**src/rtl/regfile_pkg.sv**
```systemverilog
// Shared constants, types and helpers for the
// register-file write-back path.
package regfile_pkg;

    localparam int NREG   = 16;
    localparam int DATA_W = 32;
    localparam int IDX_W  = 4;

    typedef struct packed {
        logic [IDX_W-1:0]  idx;
        logic [DATA_W-1:0] data;
    } wb_entry_t;

    function automatic logic [NREG-1:0] onehot_decode(
        input logic [IDX_W-1:0] idx
    );
        logic [NREG-1:0] v;
        v      = '0;
        v[idx] = 1'b1;
        return v;
    endfunction

endpackage

```
**src/rtl/regfile_write_buffer_dec.sv**
```systemverilog
// Register index to one-hot write-enable decoder.
// Output is all-zero when not enabled.
module reg_index_decoder
    import regfile_pkg::*;
(
    input  logic             en,
    input  logic [IDX_W-1:0] idx,
    output logic [NREG-1:0]  onehot
);

    // gate the decoded index with the enable
    always_comb begin
        onehot = '0;
        if (en) onehot = onehot_decode(idx);
    end

endmodule

```
**src/rtl/regfile_write_buffer.sv**
```systemverilog
// In-order write-back FIFO in front of the register
// file, draining one entry per cycle, with bypass.
module regfile_write_buffer
    import regfile_pkg::*;
#(
    parameter int DEPTH = 4
) (
    input  logic                     clk,
    input  logic                     clr,
    input  logic                     in_valid,
    output logic                     in_ready,
    input  logic [IDX_W-1:0]         in_reg,
    input  logic [DATA_W-1:0]        in_data,
    input  logic                     wb_hold,
    output logic [NREG-1:0]          write,
    output logic [DATA_W-1:0]        D,
    input  logic [IDX_W-1:0]         rd_reg,
    output logic                     byp_hit,
    output logic [DATA_W-1:0]        byp_data,
    output logic [$clog2(DEPTH):0]   count,
    output logic                     empty
);

    localparam int PW = $clog2(DEPTH);
    localparam int CW = PW + 1;

    wb_entry_t        mem [DEPTH];
    logic [DEPTH-1:0] vld;
    logic [PW-1:0]    head;
    logic [PW-1:0]    tail;
    logic             push;
    logic             pop;
    wb_entry_t        hd;

    assign in_ready = (count < CW'(DEPTH));
    assign empty    = (count == '0);
    assign push     = in_valid && in_ready;
    assign pop      = !empty && !wb_hold && !clr;
    assign hd       = mem[head];
    assign D        = pop ? hd.data : '0;

    reg_index_decoder u_dec (
        .en     (pop),
        .idx    (hd.idx),
        .onehot (write)
    );

    // FIFO pointers, occupancy and entry storage
    always_ff @(posedge clk) begin
        if (clr) begin
            head  <= '0;
            tail  <= '0;
            count <= '0;
            vld   <= '0;
        end else begin
            if (pop) begin
                vld[head] <= 1'b0;
                head      <= head + 1'b1;
            end
            if (push) begin
                mem[tail].idx  <= in_reg;
                mem[tail].data <= in_data;
                vld[tail]      <= 1'b1;
                tail           <= tail + 1'b1;
            end
            if (push && !pop)
                count <= count + 1'b1;
            else if (pop && !push)
                count <= count - 1'b1;
        end
    end

    // oldest-to-newest scan so the newest match wins
    always_comb begin
        byp_hit  = 1'b0;
        byp_data = '0;
        for (int k = 0; k < DEPTH; k++) begin
            if (vld[head + PW'(k)] &&
                mem[head + PW'(k)].idx == rd_reg) begin
                byp_hit  = 1'b1;
                byp_data = mem[head + PW'(k)].data;
            end
        end
    end

endmodule

```
**config.mk**
```make
export PLATFORM = sky130hd
export DESIGN_NAME = regfile_write_buffer
export DESIGN_NICKNAME = d
export VERILOG_FILES = /design/src/rtl/regfile_pkg.sv /design/src/rtl/regfile_write_buffer_dec.sv /design/src/rtl/regfile_write_buffer.sv
export SDC_FILE = /design/constraint.sdc
export NUM_CORES = 1
export LEC_CHECK = 0
export ABC_CLOCK_PERIOD_IN_PS = 4550
export CAP_MARGIN = 40
export CORE_ASPECT_RATIO = 1.75
export CORE_MARGIN = 5
export CORE_UTILIZATION = 52
export DETAILED_ROUTE_END_ITERATION = 6
export PLACE_DENSITY = 0.78
export SYNTH_ARGS = -nofsm -noshare
export SYNTH_HDL_FRONTEND = slang
export SYNTH_SLANG_ARGS = --single-unit
```
**constraint.sdc**
```tcl
create_clock -name clk -period 4.55 [get_ports clk]
set_input_delay 0.91 -clock clk [delete_from_list [all_inputs] [get_ports clk]]
set_output_delay 0.91 -clock clk [all_outputs]
set_load 0.02 [all_outputs]
```
==> run summary, run 1 <==
Status: complete, no violations
Largest area contributor in the netlist: edfxtp_1
DRT iter0 DRCs: 664
Worst reg2reg path depth: 11
GPL Wtd Cong: 0.819
Vias in the first global route: 8210
Share of synthesized flip-flops with an asynchronous set or reset: 0%
FF-to-FF Start: count[2]$_SDFFE_PP0P_
Cells after Synth: 825
Largest net degree at the start of global routing: 66
Minimum clock period: 4460 ps
Sw Share: 40.7%
Final HPWL DP: 19100 µm
Worst-Skew Late Latency: 420 ps
Core footprint: 0.0203 mm²
LEAKAGE: 0.00428 µW
Internal power: 3800 µW
Logic pwr share: 51.7%
# fillers: 1478
Measured slew at the worst slew-check pin: 754 ps
Die Ht: 200 µm
Final Cycle Share: 97.9%
Synth-to-Final Area Change: 22.2%
Total CTS buffers: 17
Setup CP Type: primary input to primary output
Final core occ: 64.3%
IO Count: 130
Netlist cell types: 46
Main area contributors after synthesis: edfxtp_1 40%, mux4_2 16%, mux2i_1 3.7%, mux2_2 3.6%, o31ai_2 3.5%
Reg clk slew, reported paths: 60 ps
Tot GR Track Use: 24.3%
Layout Skew: 9.43 ps
Wirelength per Cell: 23.9 µm
Slew HR: 49.6%
Drt first pass iters: 5
# Max-Cap Violations: 0
Slew Viols, Final: 0
Width of the die: 118 µm
Antenna Violating Nets Remaining: 0
Clock network fraction of design power: 20.3%
Yosys Warn Count: 0
Worst min path class: register to register
GRT overflow: 0
Layout cells sized above 1: 31.6%
Initial antenna violation count: 3
Drt total wl: 28900 µm
Post-synth top cells: 144 x edfxtp_1, 80 x nand2_1, 75 x mux4_2
Reg-to-reg endpoint: count[2]$_SDFFE_PP0P_
First-pass GRT wire length: 44900 µm
Root Buffer: clkbuf_16
NumNets Final: 1001
Hold Crit Endpoint: vld[0]$_SDFF_PP0_
Most numerous cell in the Yosys netlist: edfxtp_1
Maximum vdd drop: 0.534 mV
Sw Pwr: 2610 µW
Synth Flop Type: edfxtp_1
CP Capture Type: primary output
Final setup violation count: 0
WP data required: 3640 ps
Via count: 7894
Worst setup SP type: primary input
Post-synthesis sequential area ratio: 42.9%
Synth top area share: 40.5%
Hold Crit Start: vld[0]$_SDFF_PP0_
CTS Buffer Depth: 2
Post-synthesis register bit count: 157
Final hold violations: 0
Post-synth EDFFs: 144
Setup TNS Final: 0 ps
Seq pwr share: 28.0%
Max Freq: 224 MHz
Port-buffer cells: 129
Drt drc: 0
Crit-path max FO: 18
Clk sink count: 157
Power density over cell area: 491 mW/mm²
Mapped Avg Cell Area: 13.0 µm²
Worst hold path cell count: 2
Worst path arrival time: 3550 ps
Crit path from: rd_reg[1]
Worst reg2reg setup slack: 1610 ps
Starting Density: 52.7%
Via/cell ratio: 6.52
H-tree levels: 4
Die Area: 0.0236 mm²
Net Count, Synth: 879
Post-Syn Area: 0.0107 mm²
RSZ-0062 raised after global routing: false
Row count: 69
CTS tree: yes
==> power groups by stage <==
| stage | sequential [µW] | combinational, µW | clock, µW |
|---|---|---|---|
| 2_1_floorplan | 1790 | 2380 | 0 |
| 3_3_place_gp | 1810 | 3160 | 0 |
| 3_5_place_dp | 1820 | 3210 | 0 |
| 4_1_cts | 1790 | 3300 | 1320 |
| 5_1_grt | 1800 | 3560 | 1380 |
| 6_report | 1790 | 3310 | 1300 |
==> worst max-delay path by stage <==
stage | slack [ps] | cells past startpoint | end
5_1_grt | 9 | 12 | byp_data[4]
6_report | 90 | 9 | byp_data[20]
3_3_place_gp | -150 | 9 | byp_data[0]
2_1_floorplan | 0.2 | 14 | byp_data[6]
3_5_place_dp | -180 | 9 | byp_data[0]
4_1_cts | 20 | 9 | byp_hit
==> through the flow <==
| step | instances | total power (µW) | cell area [µm²] | setup slack [ps] | hold slack, ps |
|---|---|---|---|---|---|
| 3_3_place_gp | 1169 | 4970 | 12400 | -155 | 534 |
| 6_report | 1210 | 6410 | 13100 | 94.2 | 570 |
| 4_1_cts | 1207 | 6410 | 13000 | 20.5 | 565 |
| 2_1_floorplan | 825 | 4170 | 10700 | 0.187 | 498 |
| 5_1_grt | 1210 | 6740 | 13100 | 8.70 | 618 |
| 3_5_place_dp | 1169 | 5020 | 12400 | -181 | 548 |
==> worst max-delay path, cell delays in order <==
cell and delay [ps]:
clkdlybuf4s50_1 610, xnor2_1 150, nand2_1 60, mux4_1 570
nor3_4 210, buf_12 210, a221oi_1 80, o31ai_2 340
dlygate4sd2_1 380
==> registers in the layout, summed over array words and instances (netlist names), named ones only <==
name   count
tail       2
mem      144
vld        4
head       2
count      3
==> cells by family after synthesis <==
group | Yosys count | synth area share, %
mux | 152 | 24.0
simple gates | 193 | 9.58
buf+inv | 118 | 6.03
fa+ha+maj | 10 | 1.24
compound gates | 171 | 14.2
xor+xnor | 24 | 1.97
flops | 157 | 42.9
==> repair_timing <==
| item | CTS | global route |
|---|---|---|
| hold buffers | 0 | 0 |
| pin swaps | 2 | 0 |
| cloned | 2 | 0 |
| endpoints found under the setup margin | 32 | 1 |
| setup buffers | 5 | 0 |
| hold endpoints to repair | 0 | 0 |
| resized for setup | 36 | 1 |
==> cell usage in the layout, fill, tap and decap left out, types with 3 or more instances in the layout <==
cell type,synthesis,routed
mux4_2,75,75
a221oi_2,1,4
ha_1,9,8
a31oi_1,32,32
a21oi_1,3,3
o211ai_2,29,29
clkdlybuf4s50_1,0,96
inv_6,0,5
nor2_1,63,63
xnor2_1,15,14
buf_12,5,13
dfxtp_2,0,3
nand2_1,80,80
o31ai_2,30,25
dlygate4sd2_1,0,31
and2_2,0,4
o31ai_4,0,6
clkbuf_16,0,17
dfxtp_1,13,9
buf_4,3,36
mux2i_1,39,39
xor2_1,9,9
mux4_1,4,4
edfxtp_1,144,144
diode_2,0,3
o21ai_0,34,34
mux2_2,34,34
o211ai_1,3,3
inv_1,39,39
nor2_4,30,31
a221oi_1,31,28
clkinvlp_4,0,4
a22oi_1,4,4
==> layout make-up <==
cell class	count	area, µm²	share of cell area [%]
Multi-Input combinational cell	550	5580	42.7
Sequential cell	157	4590	35.2
Timing Repair Buffer	181	1880	14.4
Clock buffer	17	425	3.26
Tap cell	248	310	2.38
Inverter	40	150	1.15
Clock inverter	14	111	0.853
Antenna cell	3	7.51	0.0575
==> routing by layer <==
| layer | global-route usage (%) | up-vias | wire length, µm |
|---|---|---|---|
| li1 | - | 3454 | - |
| met1 | 27.5 | 3938 | 9820 |
| met2 | 44.4 | 405 | 16000 |
| met3 | 3.43 | 97 | 1860 |
| met4 | 12.5 | 0 | 1280 |
| met5 | 0 | - | 0 |
Power figures use the tool's default switching activity.
==> run 2: changes to the inputs <==
--- a/config.mk
+++ b/config.mk
@@ -7,11 +7,13 @@
 export LEC_CHECK = 0
 export ABC_CLOCK_PERIOD_IN_PS = 4550
 export CAP_MARGIN = 40
-export CORE_ASPECT_RATIO = 1.75
+export CELL_PAD_IN_SITES_DETAIL_PLACEMENT = 1
+export CELL_PAD_IN_SITES_GLOBAL_PLACEMENT = 2
+export CORE_ASPECT_RATIO = 1.5
 export CORE_MARGIN = 5
-export CORE_UTILIZATION = 52
+export CORE_UTILIZATION = 36
 export DETAILED_ROUTE_END_ITERATION = 6
-export PLACE_DENSITY = 0.78
+export PLACE_DENSITY_LB_ADDON = 0.1
 export SYNTH_ARGS = -nofsm -noshare
 export SYNTH_HDL_FRONTEND = slang
 export SYNTH_SLANG_ARGS = --single-unit
==> run 2 against run 1 <==
Global-route usage is 3.5 points lower. Via count decreased by 0.96%. Wire length rose by 18%. Sequential share of layout area down 0.70 points. Largest cell class unchanged. Final cell count is 12% higher. Critical path depth unchanged.
==> run summary, run 2 (same netlist as run 1, synthesis figures left out) <==
Drt first pass iters: 5 (unchanged)
Most common cell after layout, fill and taps aside: edfxtp_1
Internal power: 4140 µW (+9.0%)
Die Ht: 221 µm (+11%)
Largest net degree at the start of global routing: 85 (+29%)
Port-buffer cells: 129 (unchanged)
Largest regs: mem x144, vld x4, count x3
Width of the die: 151 µm (+27%)
Seq pwr share: 26.7% (-1.3 points)
Drt total wl: 34100 µm (+18%)
Final Cycle Share: 97.9% (about the same)
WP data required: 3640 ps (about the same)
Worst setup SP type: primary input
Max Freq: 224 MHz (about the same)
IO Count: 130 (unchanged)
Final setup violation count: 0 (unchanged)
H-tree levels: 4 (unchanged)
Most frequent cells in the layout: 144 x edfxtp_1, 96 x clkdlybuf4s50_1, 80 x nand2_1, 75 x mux4_2, 63 x nor2_1
GRT overflow: 0 (unchanged)
Final hold violations: 0 (unchanged)
Sw Pwr: 2680 µW (+2.9%)
Setup CP Type: primary input to primary output
Sw Share: 39.4% (-1.4 points)
Max FFs per register: 144 (unchanged)
Logic pwr share: 49.0% (-2.7 points)
# Max-Cap Violations: 0 (unchanged)
GPL Wtd Cong: 0.776 (-5.3%)
First-pass GRT wire length: 52100 µm (+16%)
DRT iter0 DRCs: 333 (-50%)
Biggest register: mem
Tot GR Track Use: 20.8% (-3.5 points)
Die Area: 0.0333 mm² (+41%)
Antenna Violating Nets Remaining: 0 (unchanged)
Fin cells: 1351 (+12%)
Final HPWL DP: 22800 µm (+20%)
CTS Buffer Depth: 2 (unchanged)
CTS tree: yes
CTS Hold Buffers Added: 0 (unchanged)
Power density over cell area: 512 mW/mm² (+4.3%)
Initial antenna violation count: 1 (-2)
Row count: 77 (+12%)
Dpl cells: 1319 (+13%)
Layout cells sized above 1: 31.5% (-0.11 points)
Clk sink count: 157 (unchanged)
RSZ-0062 raised after global routing: false
Worst hold path cell count: 2 (unchanged)
Minimum clock period: 4450 ps (-0.998 ps)
N_diodes: 0 (-3)
Worst min path class: register to register
Maximum vdd drop: 0.387 mV (-28%)
Slew Viols, Final: 0 (unchanged)
# fillers: 2985 (+100%)
Measured slew at the worst slew-check pin: 749 ps (-5.32 ps)
Power, Total: 6820 µW (+6.5%)
Slew HR: 50.1% (+0.46 points)
Via/cell ratio: 5.79 (-11%)
LEAKAGE: 0.00430 µW (+0.58%)
Crit-path max FO: 24 (+6)
Clock network fraction of design power: 24.3% (+4.0 points)
Status: complete, no violations
Total CTS buffers: 17 (unchanged)
Post-CTS setup buffers: 0 (-5)
Worst path arrival time: 3540 ps (about the same)
Root Buffer: clkbuf_16
NumNets Final: 997 (-0.40%)
CP Capture Type: primary output
Reg clk slew, reported paths: 60 ps (about the same)
Starting Density: 36.4% (-16 points)
Via count: 7818 (-0.96%)
Worst reg2reg path depth: 11 (unchanged)
Drt drc: 0 (unchanged)
Layout Skew: 9.95 ps (+0.512 ps)
Worst-Skew Late Latency: 440 ps (+20 ps)
Core footprint: 0.0294 mm² (+45%)
Vias in the first global route: 8687 (+5.8%)
Wirelength per Cell: 25.2 µm (+5.5%)
Synth-to-Final Area Change: 24.8%
## run 2: worst max-delay path: stages
cell             delay, ps
clkdlybuf4s50_1        610
xnor2_1                160
nand2_1                 60
mux4_1                 580
nor3_4                 220
buf_12                 220
a221oi_1               100
o31ai_2                410
clkbuf_2               250
## run 2: per-layer routing
layer	vias up	GRT usage (%)	wire length, µm	part of all wire [%]
met5	-	0	11	0.032
met4	2	7.29	829	2.4
met3	51	4.58	1410	4.1
met2	208	37.4	18600	55
met1	4106	24.0	13200	39
li1	3451	-	-	-
## run 2: layout make-up
type | instances | area (µm²) | share of cell area [%]
Sequential cell | 157 | 4590 | 34.5
Clock inverter | 10 | 210 | 1.58
Multi-Input combinational cell | 550 | 5570 | 41.8
Timing Repair Buffer | 177 | 1830 | 13.7
Tap cell | 395 | 494 | 3.71
Inverter | 40 | 150 | 1.13
Clock buffer | 22 | 474 | 3.56
## run 2: repair_timing
item,4_1_cts,5_1_grt
endpoints found under the setup margin,33,5
resized for setup,35,9
pin swaps,1,1
## run 2: power groups by stage
stage,clock network [µW],registers [µW],logic (µW)
finish,1660,1820,3340
global route,1760,1840,3600
CTS,1690,1820,3390
detailed placement,0,1850,3390
global placement,0,1840,3280
floorplan,0,1790,2380
## run 2: worst paths after layout
kind	from	endpoint	slack [ps]
setup reg to reg	count[2]$_SDFFE_PP0P_	count[2]$_SDFFE_PP0P_	1700
setup / recovery	rd_reg[1]	byp_data[20]	100
hold / removal	count[2]$_SDFFE_PP0P_	count[2]$_SDFFE_PP0P_	580
hold reg to reg	count[2]$_SDFFE_PP0P_	count[2]$_SDFFE_PP0P_	580
## run 2: stage by stage
step | worst slack, ps | utilization [%] | setup TNS (ps) | hold slack, ps | area (µm²)
2_1_floorplan | 0.187 | - | 0 | 498 | 10700
3_3_place_gp | -267 | 43.1 | -4190 | 535 | 12700
3_5_place_dp | -316 | 43.2 | -4630 | 574 | 12700
4_1_cts | 19.5 | 45.4 | 0 | 584 | 13300
5_1_grt | 2.83 | 45.4 | 0 | 620 | 13300
6_report | 95.2 | 45.4 | 0 | 581 | 13300
==> run 3: changes to the inputs <==
--- a/config.mk
+++ b/config.mk
@@ -12,6 +12,7 @@
 export CORE_ASPECT_RATIO = 1.5
 export CORE_MARGIN = 5
 export CORE_UTILIZATION = 36
+export CTS_CLUSTER_SIZE = 12
 export DETAILED_ROUTE_END_ITERATION = 6
 export PLACE_DENSITY_LB_ADDON = 0.1
 export SYNTH_ARGS = -nofsm -noshare
==> results of run 3 <==
The final DEF is identical to that of run 2; final timing and power are the same.
